<file path="src/rtl/input_port_if.sv">
// Peripheral bus shared by the memory-mapped I/O blocks: active-low chip select,
// write enable, 11-bit address, 32-bit write data and registered read data.
interface input_port_if;
  logic        nce;
  logic        we;
  logic [10:0] addr;
  logic [31:0] wdata;
  logic [31:0] rdata;

  modport master (output nce, output we, output addr, output wdata, input rdata);
  modport slave  (input nce, input we, input addr, input wdata, output rdata);
endinterface

</file>
<file path="src/rtl/input_port_module.sv">
// Memory-mapped parallel input port: synchronized, debounced pins, sticky W1C
// rising-edge flags, per-bit interrupt mask and a level interrupt.
module input_port_module #(
  parameter int WIDTH           = 10,
  parameter int DEBOUNCE_CYCLES = 4
) (
  input  logic             clk,
  input  logic             rst,
  input_port_if.slave      bus,
  input  logic [WIDTH-1:0] pin_in,
  output logic             irq
);

  localparam int CW = (DEBOUNCE_CYCLES > 1) ? $clog2(DEBOUNCE_CYCLES) : 1;
  localparam logic [CW-1:0] CNT_LAST = CW'(DEBOUNCE_CYCLES - 1);

  typedef enum logic [10:0] {
    REG_LEVEL = 11'd0,
    REG_EDGE  = 11'd1,
    REG_MASK  = 11'd2
  } reg_addr_e;

  logic [WIDTH-1:0] sync1, sync2;
  logic [WIDTH-1:0] stable, stable_next;
  logic [WIDTH-1:0] edge_flags, mask;
  logic [CW-1:0]    cnt      [WIDTH];
  logic [CW-1:0]    cnt_next [WIDTH];
  logic             rd_strobe, wr_strobe;
  logic [WIDTH-1:0] w1c;
  logic [31:0]      rd_sel;
  logic             wdata_unused;

  assign rd_strobe    = !bus.nce && !bus.we;
  assign wr_strobe    = !bus.nce &&  bus.we;
  assign wdata_unused = ^bus.wdata[31:WIDTH];

  // NOTE: every always_comb output gets a default first so no path leaves it unassigned and a latch is inferred.
  always_comb begin
    stable_next = stable;
    for (int i = 0; i < WIDTH; i++) begin
      cnt_next[i] = '0;
      if (sync2[i] != stable[i]) begin
        if (cnt[i] == CNT_LAST) stable_next[i] = sync2[i];
        else                    cnt_next[i]    = cnt[i] + CW'(1);
      end
    end
  end

  always_comb begin
    w1c    = (wr_strobe && bus.addr == REG_EDGE) ? bus.wdata[WIDTH-1:0] : '0;
    rd_sel = '0;
    case (bus.addr)
      REG_LEVEL: rd_sel = 32'(stable);
      REG_EDGE:  rd_sel = 32'(edge_flags);
      REG_MASK:  rd_sel = 32'(mask);
      default:   rd_sel = '0;
    endcase
  end

  // NOTE: state uses non-blocking assignments so every register samples pre-edge values, which is what makes reads return the register as it stood before the strobe.
  always_ff @(posedge clk) begin
    if (rst) begin
      sync1      <= '0;
      sync2      <= '0;
      stable     <= '0;
      edge_flags <= '0;
      mask       <= '0;
      bus.rdata  <= '0;
      // NOTE: the debounce counters are ordinary flops and are cleared too, so a reset mid-debounce restarts the count.
      for (int i = 0; i < WIDTH; i++) cnt[i] <= '0;
    end else begin
      sync1  <= pin_in;
      sync2  <= sync1;
      stable <= stable_next;
      for (int i = 0; i < WIDTH; i++) cnt[i] <= cnt_next[i];
      // A rising edge in the same cycle as its W1C clear keeps the flag set.
      edge_flags <= (edge_flags & ~w1c) | (stable_next & ~stable);
      if (wr_strobe && bus.addr == REG_MASK) mask <= bus.wdata[WIDTH-1:0];
      bus.rdata <= rd_strobe ? rd_sel : '0;
    end
  end

  assign irq = |(edge_flags & mask);

endmodule
</file>
<file path="src/flat_wrapper.sv">
// flat-port wrapper written by rule: the top's interface ports become plain ports
module input_port_module_flat 
#(
  parameter int WIDTH           = 10,
  parameter int DEBOUNCE_CYCLES = 4
)
  (clk, rst, pin_in, irq, bus_nce, bus_we, bus_addr, bus_wdata, bus_rdata);
  input_port_if bus_i ();
  input  logic clk;
  input  logic rst;
  input  logic [WIDTH-1:0] pin_in;
  output logic irq;
  input wire logic [$bits(bus_i.nce)-1:0] bus_nce;
  input wire logic [$bits(bus_i.we)-1:0] bus_we;
  input wire logic [$bits(bus_i.addr)-1:0] bus_addr;
  input wire logic [$bits(bus_i.wdata)-1:0] bus_wdata;
  output wire logic [$bits(bus_i.rdata)-1:0] bus_rdata;
  assign bus_i.nce = bus_nce;
  assign bus_i.we = bus_we;
  assign bus_i.addr = bus_addr;
  assign bus_i.wdata = bus_wdata;
  assign bus_rdata = bus_i.rdata;
  input_port_module #(.WIDTH(WIDTH), .DEBOUNCE_CYCLES(DEBOUNCE_CYCLES)) u_core (.clk(clk), .rst(rst), .bus(bus_i), .pin_in(pin_in), .irq(irq));
endmodule
</file>
<file path="config.mk">
export PLATFORM = sky130hd
export DESIGN_NAME = input_port_module_flat
export DESIGN_NICKNAME = d
export VERILOG_FILES = /design/src/rtl/input_port_if.sv /design/src/rtl/input_port_module.sv /design/src/flat_wrapper.sv
export SDC_FILE = /design/constraint.sdc
export NUM_CORES = 1
export LEC_CHECK = 0
export ABC_AREA = 1
export CAP_MARGIN = 20
export CORE_MARGIN = 2
export CORE_UTILIZATION = 30
export CTS_CLUSTER_DIAMETER = 30
export DETAILED_ROUTE_END_ITERATION = 6
export PLACE_DENSITY_LB_ADDON = 0.05
export RECOVER_POWER = 50
export SLEW_MARGIN = 10
export SYNTH_ARGS = -nofsm -noshare
export SYNTH_HDL_FRONTEND = slang
export SYNTH_SLANG_ARGS = --single-unit
</file>
<file path="constraint.sdc">
create_clock -name clk -period 1.4 [get_ports clk]
set_clock_uncertainty 0.15 [all_clocks]
set_input_delay 0.28 -clock clk [delete_from_list [all_inputs] [get_ports clk]]
set_output_delay 0.28 -clock clk [all_outputs]
set_load 0.01 [all_outputs]
</file>
-- Yosys cells after proc, flatten, opt, wreduce, memory -nomap -nowiden
Memories as Yosys holds them, arrays and structs flattened.
Index checks and enable logic that the tools add are counted.
- flip-flop bits (word level): 82
- bits in latches: 0
- memory bits (writable): 20
- bits in read-only memories: 0
- input port bits: 57
- output and inout port bits: 33
- logic and storage cells: 120
- memories kept: 1
- memories (name ; depth ; width ; read ports ; clocked after Yosys merged registers in ; write ports ; RTL line ; text):
    u_core.cnt ; 10 ; 2 ; 10 ; 0 ; 10 ; input_port_module.sv:26 ; logic [CW-1:0] cnt [WIDTH];
- $add $sub $neg: 10
- multiply operators: 0
- divide/modulo/power cells: 0
- order comparisons: 0
- equal/unequal tests: 22
- shift-type cells: 0
- muxes and demuxes: 55
- bitwise logic cells: 17
- reduce and logical (&&, ||, !) cells: 9
- operator list (cell ; count):
    2-to-1 mux 2 bit ; 30
    AND 10 bit ; 3
    one-hot mux 10 bit (3 select lines) ; 1
    2-to-1 mux 1 bit ; 23
    adder 2 x 1 -> 2 bit, second input constant ; 10
    equality test 2 bit, second input constant ; 10
    inverter 10 bit ; 2
    equality test 11 x 1 -> 1 bit, second input constant ; 1
    equality test 11 x 2 -> 1 bit, second input constant ; 1
    logical NOT 11 bit ; 1
    2-to-1 mux 10 bit ; 1
    inequality test 1 bit ; 10
    OR 1 bit ; 10
    OR 10 bit ; 1
    OR reduction 10 bit ; 1
    logical AND 1 bit ; 4
    logical NOT 1 bit ; 2
    OR reduction 2 bit ; 1
    inverter 1 bit ; 1

-- Longest topological paths before layout
Gate-level depths: netlist (run 1).
- depth after elaboration: 7
- mapped depth: 8
- depth with buffers taken out: 7

-- Worst setup path before layout (run 1)
Ideal clock, no wire load.
- kind: input-to-reg
- from: input port bus_addr[9]
- to: register u_core.edge_flags[0]
- setup time: 0.132 ns
- data arrival time: 0.970 ns
- required time: 1.118 ns
- setup slack: 0.148 ns
- cell stages on the path: 7
- buffers on the path: 1
- path through: nor2_1 nand2_1 nor2_2 buf_2 nand4_1 nand2_1 a21oi_1
- word-level cells in the longest chain between the ends: 6
- ends and longest elaborated chain (what ; RTL line ; text):
    from (decl) ; flat_wrapper.sv:15 ; input wire logic [$bits(bus_i.addr)-1:0] bus_addr;
    equality test 11 x 1 -> 1 bit ; input_port_module.sv:50 ; w1c = (wr_strobe && bus.addr == REG_EDGE) ? bus.wdata[WIDTH-1:0] : '0;
    logical AND 1 bit ; input_port_module.sv:50 ;
    2-to-1 mux 10 bit ; input_port_module.sv:50 ;
    inverter 10 bit ; input_port_module.sv:77 ; edge_flags <= (edge_flags & ~w1c) | (stable_next & ~stable);
    AND 10 bit ; input_port_module.sv:77 ;
    OR 10 bit ; input_port_module.sv:77 ;
    to (signal assigned) ; input_port_module.sv:77 ;
    to (decl) ; input_port_module.sv:25 ; logic [WIDTH-1:0] edge_flags, mask;
Every way passes these cells.
A chain may end at the register's enable or synchronous reset.

-- Worst setup path in the final report (run 1)
- from: register u_core.mask[8]
- to: output port irq
- word-level cells in the longest chain between the ends: 2
- ends and longest elaborated chain (what ; RTL line ; text):
    from (decl) ; input_port_module.sv:25 ;
    from (signal assigned) ; input_port_module.sv:78 ; if (wr_strobe && bus.addr == REG_MASK) mask <= bus.wdata[WIDTH-1:0];
    AND 10 bit ; input_port_module.sv:83 ; assign irq = |(edge_flags & mask);
    OR reduction 10 bit ; input_port_module.sv:83 ;
    to (decl) ; flat_wrapper.sv:12 ; output logic irq;
Every way passes these cells.

==> results of run 1 <==
registers in the layout, indices dropped and copies added (netlist names):
register / flops
u_core.cnt: 20
u_core.bus.rdata: 10
u_core.edge_flags: 10
u_core.mask: 10
u_core.stable: 10
u_core.sync1: 10
u_core.sync2: 10
cell usage after synthesis, drive strengths merged:
| master | instances |
|---|---|
| nand3 | 51 |
| a221oi | 2 |
| dfxtp | 80 |
| a21oi | 20 |
| conb | 1 |
| clkbuf | 6 |
| a211oi | 10 |
| o211ai | 10 |
| nand2 | 54 |
| ha | 10 |
| nand3b | 1 |
| buf | 32 |
| nand4 | 10 |
| nor3 | 2 |
| nor2 | 79 |
| o21ai | 1 |
| inv | 76 |
power by group:
part / switching, mW / internal (mW) / leakage [nW] / total, mW
logic: 0.164 / 0.146 / 1.49 / 0.310
clock network: 0.916 / 1.42 / 0.152 / 2.33
registers: 0.0148 / 2.31 / 0.650 / 2.33
how the worst min path moves through the flow:
stage | endpoint | cells after the start | slack [ns] | start
floorplan | u_core.sync1[0]$_SDFF_PP0_ | 2 | 0.24 | pin_in[0]
global placement | u_core.sync2[0]$_SDFF_PP0_ | 2 | 0.24 | u_core.sync1[0]$_SDFF_PP0_
detailed placement | u_core.sync2[2]$_SDFF_PP0_ | 2 | 0.24 | u_core.sync1[2]$_SDFF_PP0_
CTS | u_core.sync2[2]$_SDFF_PP0_ | 2 | 0.25 | u_core.sync1[2]$_SDFF_PP0_
global route | u_core.sync2[2]$_SDFF_PP0_ | 2 | 0.26 | u_core.sync1[2]$_SDFF_PP0_
finish | u_core.sync2[3]$_SDFF_PP0_ | 2 | 0.25 | u_core.sync1[3]$_SDFF_PP0_
kinds of logic after synthesis:
| family | Yosys count | share of synthesized area, % |
|---|---|---|
| AO/OA/AOI/OAI | 43 | 8.05 |
| AND/OR/NAND/NOR | 197 | 25.5 |
| other | 1 | 0.111 |
| buffers and inverters | 114 | 15.4 |
| flip-flops | 80 | 47.3 |
| adder cells (fa/ha/maj) | 10 | 3.69 |
layer usage:
layer  share of wire, %  vias up
li1                   -     1567
met1                 49     1237
met2                 44       76
met3                5.5       14
met4                1.9        0
met5                  0        -
cells in the final DEF, fill, tap and decap left out, types with 11 or more instances in the layout:
cell,Yosys,layout
conb_1,1,22
clkdlybuf4s50_1,0,21
a21oi_1,20,20
buf_4,22,32
dlygate4sd2_1,0,12
nand2_2,1,11
nand3_1,51,42
nor2_1,77,71
dfxtp_1,80,78
nand2_1,53,40
inv_1,71,71
per-stage QoR:
| stage | cells | worst slack [ns] |
|---|---|---|
| floorplan | 466 | 0.148 |
| global placement | 656 | -0.471 |
| detailed placement | 656 | -0.443 |
| CTS | 686 | -0.307 |
| global route | 687 | -0.322 |
| finish | 687 | -0.256 |
critical path: stages (launching register included):
cell      delay (ns)
dfxtp_2         0.32
nand2_2         0.07
nand2_2         0.06
a221oi_2        0.18
nand3b_1        0.12
buf_2           0.15
what timing repair did:
item	4_1_cts	5_1_grt
gates resized for setup	48	37
pin swaps	16	18
setup endpoints to repair	41	32
buffers inserted	9	1
cloned	5	1
hold buffers	0	0
final cells by class:
class / count / area share [%]
flip-flops and latches: 80 / 32.6
inverters: 76 / 5.80
clock inverters: 6 / 1.20
multi-input cells: 272 / 30.2
well taps: 140 / 3.56
clock buffers: 10 / 4.86
repair buffers: 103 / 21.8
==> flow_metrics.env, run 1 <==
export IMPL_status="finished, violations left"
export IMPL_violations="negative setup slack"
export IMPL_grt_pass1_wl_mm=13.3
export IMPL_fin_ws_ns=-0.256
export IMPL_cts_buffers=9
export IMPL_cts_sinks=80
export IMPL_fin_area_um2=4920
export IMPL_num_rows=38
export IMPL_fill_cells=1106
export IMPL_p_per_area_nw_per_um2=1010
export IMPL_worstSkewPairLatency_ns=0.33
export IMPL_viasPerCell=4.21
export IMPL_fin_crit_sh_pct=118
export IMPL_grt_antenna_before_repair=0
export IMPL_syn_inst=445
export IMPL_syn_avg_cell_area_um2=7.62
export IMPL_io_pins=90
export IMPL_total_power_mw=4.97
export IMPL_r2r_cells=4
export IMPL_crit_fanout=2
export IMPL_cap_violations=0
export IMPL_multi_input_area_um2=1490
export IMPL_diodes=0
export IMPL_rsz0062_at_grt="yes"
export IMPL_start_kind="register"
export IMPL_tns_ns=-0.545
export IMPL_startpoint="u_core.mask[8]$_SDFFE_PP0P_"
export IMPL_hold_violations=0
export IMPL_ys_seq_area_share_pct=47.2
export IMPL_yosys_area_top_type="dfxtp_1"
export IMPL_use_met1_pct=19.9
export IMPL_final_min_clock_period_ns=1.66
export IMPL_die_width_um=110
export IMPL_ys_types=23
export IMPL_r2r_slack_ns=0.28
export IMPL_holdCritPathClass="reg2reg"
export IMPL_path_clk_slew_ns=0.06
export IMPL_core_area_um2=10900
export IMPL_r2r_end="u_core.cnt[0][8]$_SDFF_PP0_"
export IMPL_post_dp_cell_area_um2=4230
export IMPL_regArea_um2=1600
export IMPL_clockRootBuffer="clkbuf_16"
export IMPL_drt_wl_total_mm=8.44
export IMPL_drt_initial_drc_count=96
export IMPL_start_util_pct=31.0
export IMPL_crit_path_end_kind="output port"
export IMPL_grt_met3_usage_pct=3.06
export IMPL_hold_ws_ns=0.249
export IMPL_fin_nets=609
export IMPL_crit_type="reg2out"
export IMPL_setup_violations=13
export IMPL_ant_nets=0
export IMPL_dieHeight_um=110
export IMPL_num_vias=2894
export IMPL_timing_rr_start="u_core.cnt[0][8]$_SDFF_PP0_"
export IMPL_drc_errors=0
export IMPL_synth_warning_count=0
export IMPL_area_growth_syn_to_layout_pct=45.1
export IMPL_max_freq_ghz=0.604
export IMPL_synth_top_area_share_pct=47.2
export IMPL_drive_gt1_share_pct=21.8
export IMPL_dr_pass1_iters=4
export IMPL_met2_usage_pct=22.7
export IMPL_finalCoreUtilization_pct=45.0
export IMPL_tritoncts="done"
export IMPL_crit_arrival_ns=1.23
export IMPL_leakagePower_nw=2.29
export IMPL_synthTopCellsByArea="dfxtp_1 47%, nor2_1 8.5%, inv_1 7.9%"
export IMPL_dieArea_um2=12200
export IMPL_gp_congestion=0.746
export IMPL_ys_seq_elements=80
export IMPL_grt_pass1_vias=2649
export IMPL_grt_usage_pct=14.8
export IMPL_critPathCapture="irq"
export IMPL_h_tree_depth=3
export IMPL_top_usage_layer="met2"
export IMPL_cts_buffer_depth=2
export IMPL_place_hpwl_mm=5.57
export IMPL_required_ns=0.97
export IMPL_vdd_drop_max_mv=0.471
export IMPL_wl_per_cell_um=12.3
export IMPL_grt_start_max_net_pins=21
export IMPL_port_buffer_count=45
export IMPL_synth_area_um2=3390
export IMPL_slew_violations=0
export IMPL_grt_ovfl_total=0
(Power assumes the default switching activity.)
==> run 2, diff against run 1 <==
--- a/config.mk
+++ b/config.mk
@@ -8,11 +8,12 @@
 export ABC_AREA = 1
 export CAP_MARGIN = 20
 export CORE_MARGIN = 2
-export CORE_UTILIZATION = 30
+export CORE_UTILIZATION = 44
 export CTS_CLUSTER_DIAMETER = 30
 export DETAILED_ROUTE_END_ITERATION = 6
 export PLACE_DENSITY_LB_ADDON = 0.05
 export RECOVER_POWER = 50
+export SETUP_SLACK_MARGIN = 0.15
 export SLEW_MARGIN = 10
 export SYNTH_ARGS = -nofsm -noshare
 export SYNTH_HDL_FRONTEND = slang
==> flow_metrics.env, run 2 (synthesis results as in run 1) <==
export IMPL_setup_violations=29
export IMPL_grt_ovfl_total=0
export IMPL_drt_initial_drc_count=80
export IMPL_fin_ws_ns=-0.318
export IMPL_crit_type="reg2out"
export IMPL_regArea_um2=1610
export IMPL_p_comb_share_pct=7.6
export IMPL_place_hpwl_mm=5.01
export IMPL_crit_arrival_ns=1.29
export IMPL_crit_fanout=3
export IMPL_internal_power_mw=3.09
export IMPL_cpPeakStageDelay_ns=0.34
export IMPL_cp_top_family="flip-flops"
export IMPL_final_common_cell="inv_1"
export IMPL_hold_violations=0
export IMPL_drt_wl_total_mm=7.52
export IMPL_cts_buffer_depth=2
export IMPL_tritoncts="done"
export IMPL_leakagePower_nw=2.13
export IMPL_dieHeight_um=91.8
export IMPL_critPathSlowestCell="dfxtp_2"
export IMPL_p_switching_mw=0.996
export IMPL_area_growth_syn_to_layout_pct=35.9
export IMPL_post_dp_cell_area_um2=4110
export IMPL_grt_pass1_vias=2893
export IMPL_diodes=0
export IMPL_crit_path_end_kind="output port"
export IMPL_violations="negative setup slack"
export IMPL_dr_pass1_iters=4
export IMPL_multi_input_area_um2=1510
export IMPL_ant_nets=0
export IMPL_tns_ns=-0.697
export IMPL_crit_top_cell="nand2_2"
export IMPL_cts_buffers=9
export IMPL_worstSkewPairLatency_ns=0.34
export IMPL_dieArea_um2=8420
export IMPL_holdCritPathClass="reg2reg"
export IMPL_top_register="u_core.cnt"
export IMPL_rsz0062_at_grt="yes"
export IMPL_fin_nets=603
export IMPL_final_min_clock_period_ns=1.72
export IMPL_num_rows=32
export IMPL_drc_errors=0
export IMPL_grt_start_max_net_pins=25
export IMPL_vdd_drop_max_mv=0.675
export IMPL_slew_violations=0
export IMPL_viasPerCell=4.65
export IMPL_gp_congestion=0.847
export IMPL_wl_per_cell_um=11.7
export IMPL_path_cells="nand2_2 -> nand2_2 -> a221oi_2 -> nand3b_1 -> buf_2"
export IMPL_seqPwrFrac_pct=56.8
export IMPL_finalCoreUtilization_pct=60.5
export IMPL_status="finished, violations left"
export IMPL_switching_share_pct=24.3
export IMPL_hold_buffers=0
export IMPL_h_tree_depth=3
export IMPL_grt_antenna_before_repair=0
export IMPL_largest_register_ffs=20
export IMPL_fill_cells=707
export IMPL_die_width_um=91.8
export IMPL_grt_usage_pct=19.7
export IMPL_start_util_pct=44.6
export IMPL_crit_buf_inv=1
export IMPL_total_power_mw=4.09
export IMPL_path_clk_slew_ns=0.08
export IMPL_grt_pass1_wl_mm=13.2
export IMPL_clockRootBuffer="clkbuf_8"
export IMPL_fin_area_um2=4610
export IMPL_p_per_area_nw_per_um2=888
export IMPL_cts_sinks=80
export IMPL_cap_violations=0
export IMPL_mostFrequentLayoutCells="71 x inv_1, 70 x dfxtp_1, 67 x nor2_1, 50 x nand3_1, 40 x nand2_1"
export IMPL_num_vias=2987
export IMPL_core_area_um2=7610
export IMPL_pwr_share_clk_pct=35.6
export IMPL_fin_crit_sh_pct=123
export IMPL_port_buffer_count=45
export IMPL_required_ns=0.97
export IMPL_io_pins=90
export IMPL_start_kind="register"
export IMPL_drive_gt1_share_pct=25.5
export IMPL_max_freq_ghz=0.582
[run 2: cell count changes in the layout (fill, tap and decap cells not counted), sizes merged, moves of 2 or more]
cell,before,now
buf,50,67
dlygate4sd2,12,0
clkdlybuf4s15,8,0
clkinv,5,3
[run 2: worst register-to-register path: cells and delay by family (launching register included)]
family	cells	cell delay, ns
flops	1	0.32
simple gates	1	0.13
compound gates	2	0.25
fa+ha+maj	1	0.24
[run 2: per-layer routing]
metal	global-route usage [%]	part of all wire (%)
met1	25.8	48
met2	32.7	46
met3	4.35	4.5
met4	5.97	1.6
met5	0	0
[run 2: final timing paths]
kind	startpoint	cells past startpoint	slack, ns	end
setup / recovery	u_core.edge_flags[9]$_SDFF_PP0_	5	-0.32	irq
hold / removal	u_core.sync1[2]$_SDFF_PP0_	2	0.25	u_core.sync2[2]$_SDFF_PP0_
setup reg to reg	u_core.cnt[0][2]$_SDFF_PP0_	4	0.24	u_core.cnt[0][2]$_SDFF_PP0_
hold reg to reg	u_core.sync1[2]$_SDFF_PP0_	2	0.25	u_core.sync2[2]$_SDFF_PP0_
[run 2: area by class of cell]
| cell class | count | share of cell area [%] |
|---|---|---|
| clock buffers | 11 | 2.85 |
| clock inverters | 5 | 0.679 |
| inverters | 76 | 6.30 |
| multi-input cells | 273 | 32.8 |
| flip-flops and latches | 80 | 35.0 |
| well taps | 102 | 2.77 |
| repair buffers | 96 | 19.5 |
[run 2: repair_timing]
action / in CTS / in global routing
gates cloned: 4 / 0
setup endpoints to repair: 41 / 35
pin swaps: 26 / 16
setup buffers: 11 / 0
gates resized for setup: 131 / 33
endpoints found under the hold margin: 0 / 0
[run 2: power groups by stage]
stage | Clock [mW] | Sequential (mW) | Combinational [mW]
3_5_place_dp | 0 | 2.38 | 0.289
3_3_place_gp | 0 | 2.38 | 0.285
2_1_floorplan | 0 | 2.37 | 0.172
4_1_cts | 1.50 | 2.32 | 0.301
6_report | 1.46 | 2.32 | 0.310
5_1_grt | 1.63 | 2.33 | 0.345
[run 2: through the flow]
| stage | std cells | hold slack, ns | worst slack [ns] |
|---|---|---|---|
| 3_3_place_gp | 612 | 0.239 | -0.410 |
| 2_1_floorplan | 466 | 0.237 | 0.148 |
| 5_1_grt | 643 | 0.271 | -0.379 |
| 3_5_place_dp | 612 | 0.245 | -0.438 |
| 6_report | 643 | 0.248 | -0.318 |
| 4_1_cts | 643 | 0.256 | -0.302 |
==> run 3, diff against run 2 <==
--- a/config.mk
+++ b/config.mk
@@ -7,10 +7,10 @@
 export LEC_CHECK = 0
 export ABC_AREA = 1
 export CAP_MARGIN = 20
-export CORE_MARGIN = 2
 export CORE_UTILIZATION = 44
 export CTS_CLUSTER_DIAMETER = 30
 export DETAILED_ROUTE_END_ITERATION = 6
+export MAX_ROUTING_LAYER = met4
 export PLACE_DENSITY_LB_ADDON = 0.05
 export RECOVER_POWER = 50
 export SETUP_SLACK_MARGIN = 0.15
==> flow_metrics.env, run 3 (synthesis results as in run 1) <==
export IMPL_status="finished, violations left"
export IMPL_violations="negative setup slack"
export IMPL_r2r_end="u_core.cnt[0][12]$_SDFF_PP0_"
export IMPL_hold_start="u_core.sync1[2]$_SDFF_PP0_"
export IMPL_drc_errors=0
export IMPL_dieHeight_um=89.8
export IMPL_die_width_um=89.8
export IMPL_final_min_clock_period_ns=1.77
export IMPL_drt_initial_drc_count=212
export IMPL_cap_violations=0
export IMPL_gp_congestion=0.899
export IMPL_rsz0062_at_grt="yes"
export IMPL_crit_path_end_kind="output port"
export IMPL_grt_pass1_wl_mm=13.8
export IMPL_grt_usage_pct=22.6
export IMPL_timing_rr_start="u_core.cnt[0][12]$_SDFF_PP0_"
export IMPL_final_common_cell="nor2_1"
export IMPL_slew_violations=0
export IMPL_wl_per_cell_um=13.6
export IMPL_crit_arrival_ns=1.34
export IMPL_grt_pass1_vias=2915
export IMPL_cts_buffers=9
export IMPL_diodes=0
export IMPL_max_freq_ghz=0.564
export IMPL_start_kind="register"
export IMPL_clockRootBuffer="clkbuf_8"
export IMPL_min_to="u_core.sync2[2]$_SDFF_PP0_"
export IMPL_pwr_share_clk_pct=39.5
export IMPL_num_rows=31
export IMPL_path_cells="nand2_1 -> nand2_2 -> a221oi_2 -> nand3b_1 -> buf_2"
export IMPL_grt_ovfl_total=0
export IMPL_drive_gt1_share_pct=28.3
export IMPL_r2r_slack_ns=0.26
export IMPL_place_hpwl_mm=4.69
export IMPL_required_ns=0.97
export IMPL_dr_pass1_iters=5
export IMPL_ant_nets=0
export IMPL_grt_antenna_before_repair=0
export IMPL_core_area_um2=7330
export IMPL_path_clk_slew_ns=0.07
export IMPL_p_per_area_nw_per_um2=894
export IMPL_fin_nets=609
export IMPL_r2r_cells=4
export IMPL_crit_type="reg2out"
export IMPL_hold_violations=0
export IMPL_crit_fanout=2
export IMPL_num_vias=3119
export IMPL_mostFrequentLayoutCells="72 x nor2_1, 71 x dfxtp_1, 70 x inv_1, 44 x nand2_1, 32 x nand3_1"
export IMPL_largest_register_ffs=20
export IMPL_vdd_drop_max_mv=0.567
export IMPL_seqPwrFrac_pct=52.9
export IMPL_internal_power_mw=3.39
export IMPL_port_buffer_count=45
export IMPL_holdCritPathClass="reg2reg"
export IMPL_worstSkewPairLatency_ns=0.35
export IMPL_cts_sinks=80
export IMPL_tns_ns=-1.67
export IMPL_setup_violations=26
export IMPL_hold_ws_ns=0.247
export IMPL_top_register="u_core.cnt"
export IMPL_switching_share_pct=22.8
export IMPL_area_growth_syn_to_layout_pct=45.0
export IMPL_tritoncts="done"
export IMPL_p_comb_share_pct=7.5
export IMPL_h_tree_depth=3
export IMPL_fin_crit_sh_pct=127
export IMPL_grt_start_max_net_pins=21
export IMPL_cts_buffer_depth=2
export IMPL_leakagePower_nw=2.27
export IMPL_whs_path_depth=2
export IMPL_viasPerCell=4.83
export IMPL_start_util_pct=46.2
export IMPL_fin_ws_ns=-0.374
export IMPL_drt_wl_total_mm=8.76
export IMPL_dieArea_um2=8060
export IMPL_io_pins=90
export IMPL_critPathSlowestCell="dfxtp_1"
export IMPL_cpPeakStageDelay_ns=0.33
export IMPL_p_switching_mw=1.00
## run 3: how the worst max path moves through the flow
stage,end,from,slack (ns),cells after the start
after floorplan,u_core.bus.rdata[0]$_SDFF_PP0_,bus_addr[9],0.15,8
final,irq,u_core.mask[0]$_SDFFE_PP0P_,-0.37,5
after global routing,irq,u_core.mask[0]$_SDFFE_PP0P_,-0.39,5
after global placement,u_core.bus.rdata[0]$_SDFF_PP0_,bus_addr[9],-0.43,8
after CTS,irq,u_core.mask[8]$_SDFFE_PP0P_,-0.29,5
after detailed placement,u_core.bus.rdata[0]$_SDFF_PP0_,bus_addr[9],-0.42,8
## run 3: cell type report
cell class,count,area [µm²]
Clock buffer,12,155
Tap cell,99,124
Timing Repair Buffer,102,1100
Sequential cell,80,1610
Fill cell,577,2410
Multi-Input combinational cell,273,1590
Clock inverter,4,51.3
Inverter,76,285
## run 3: routing by layer
metal | global-route usage (%) | part of all wire [%] | up-vias | wire (µm)
li1 | - | - | 1569 | -
met1 | 27.8 | 43 | 1370 | 3800
met2 | 35.2 | 46 | 147 | 3990
met3 | 4.65 | 7.3 | 33 | 640
met4 | 11.2 | 3.7 | 0 | 325
met5 | - | 0 | - | 0
## run 3: what timing repair did
action / CTS / global route
pin swaps: 32 / 20
gates resized for setup: 134 / 42
hold buffers: 0 / 0
setup buffers: 12 / 0
endpoints found under the hold margin: 0 / 0
cloned: 10 / 2
setup endpoints to repair: 41 / 37
## run 3: worst max-delay path, delay by kind of cell (launching register included)
kind | cells | cell delay [ns]
AO/OA/AOI/OAI | 1 | 0.21
buffers and inverters | 1 | 0.17
flip-flops | 1 | 0.33
AND/OR/NAND/NOR | 3 | 0.28
## run 3: power groups by stage
stage,Clock [mW],Combinational (mW),Sequential [mW]
after CTS,1.79,0.326,2.32
final,1.74,0.331,2.32
after global routing,1.90,0.361,2.33
after detailed placement,0,0.292,2.38
after floorplan,0,0.172,2.37
after global placement,0,0.290,2.38
## run 3: per-stage QoR
step	area [µm²]	util [%]	power [mW]	std cells	setup slack, ns
after floorplan	3470	-	2.55	466	0.148
after global placement	4140	56.4	2.67	606	-0.427
after detailed placement	4140	56.4	2.67	606	-0.417
after CTS	4760	64.9	4.44	644	-0.295
after global routing	4920	67.1	4.59	646	-0.391
final	4920	67.1	4.39	646	-0.374
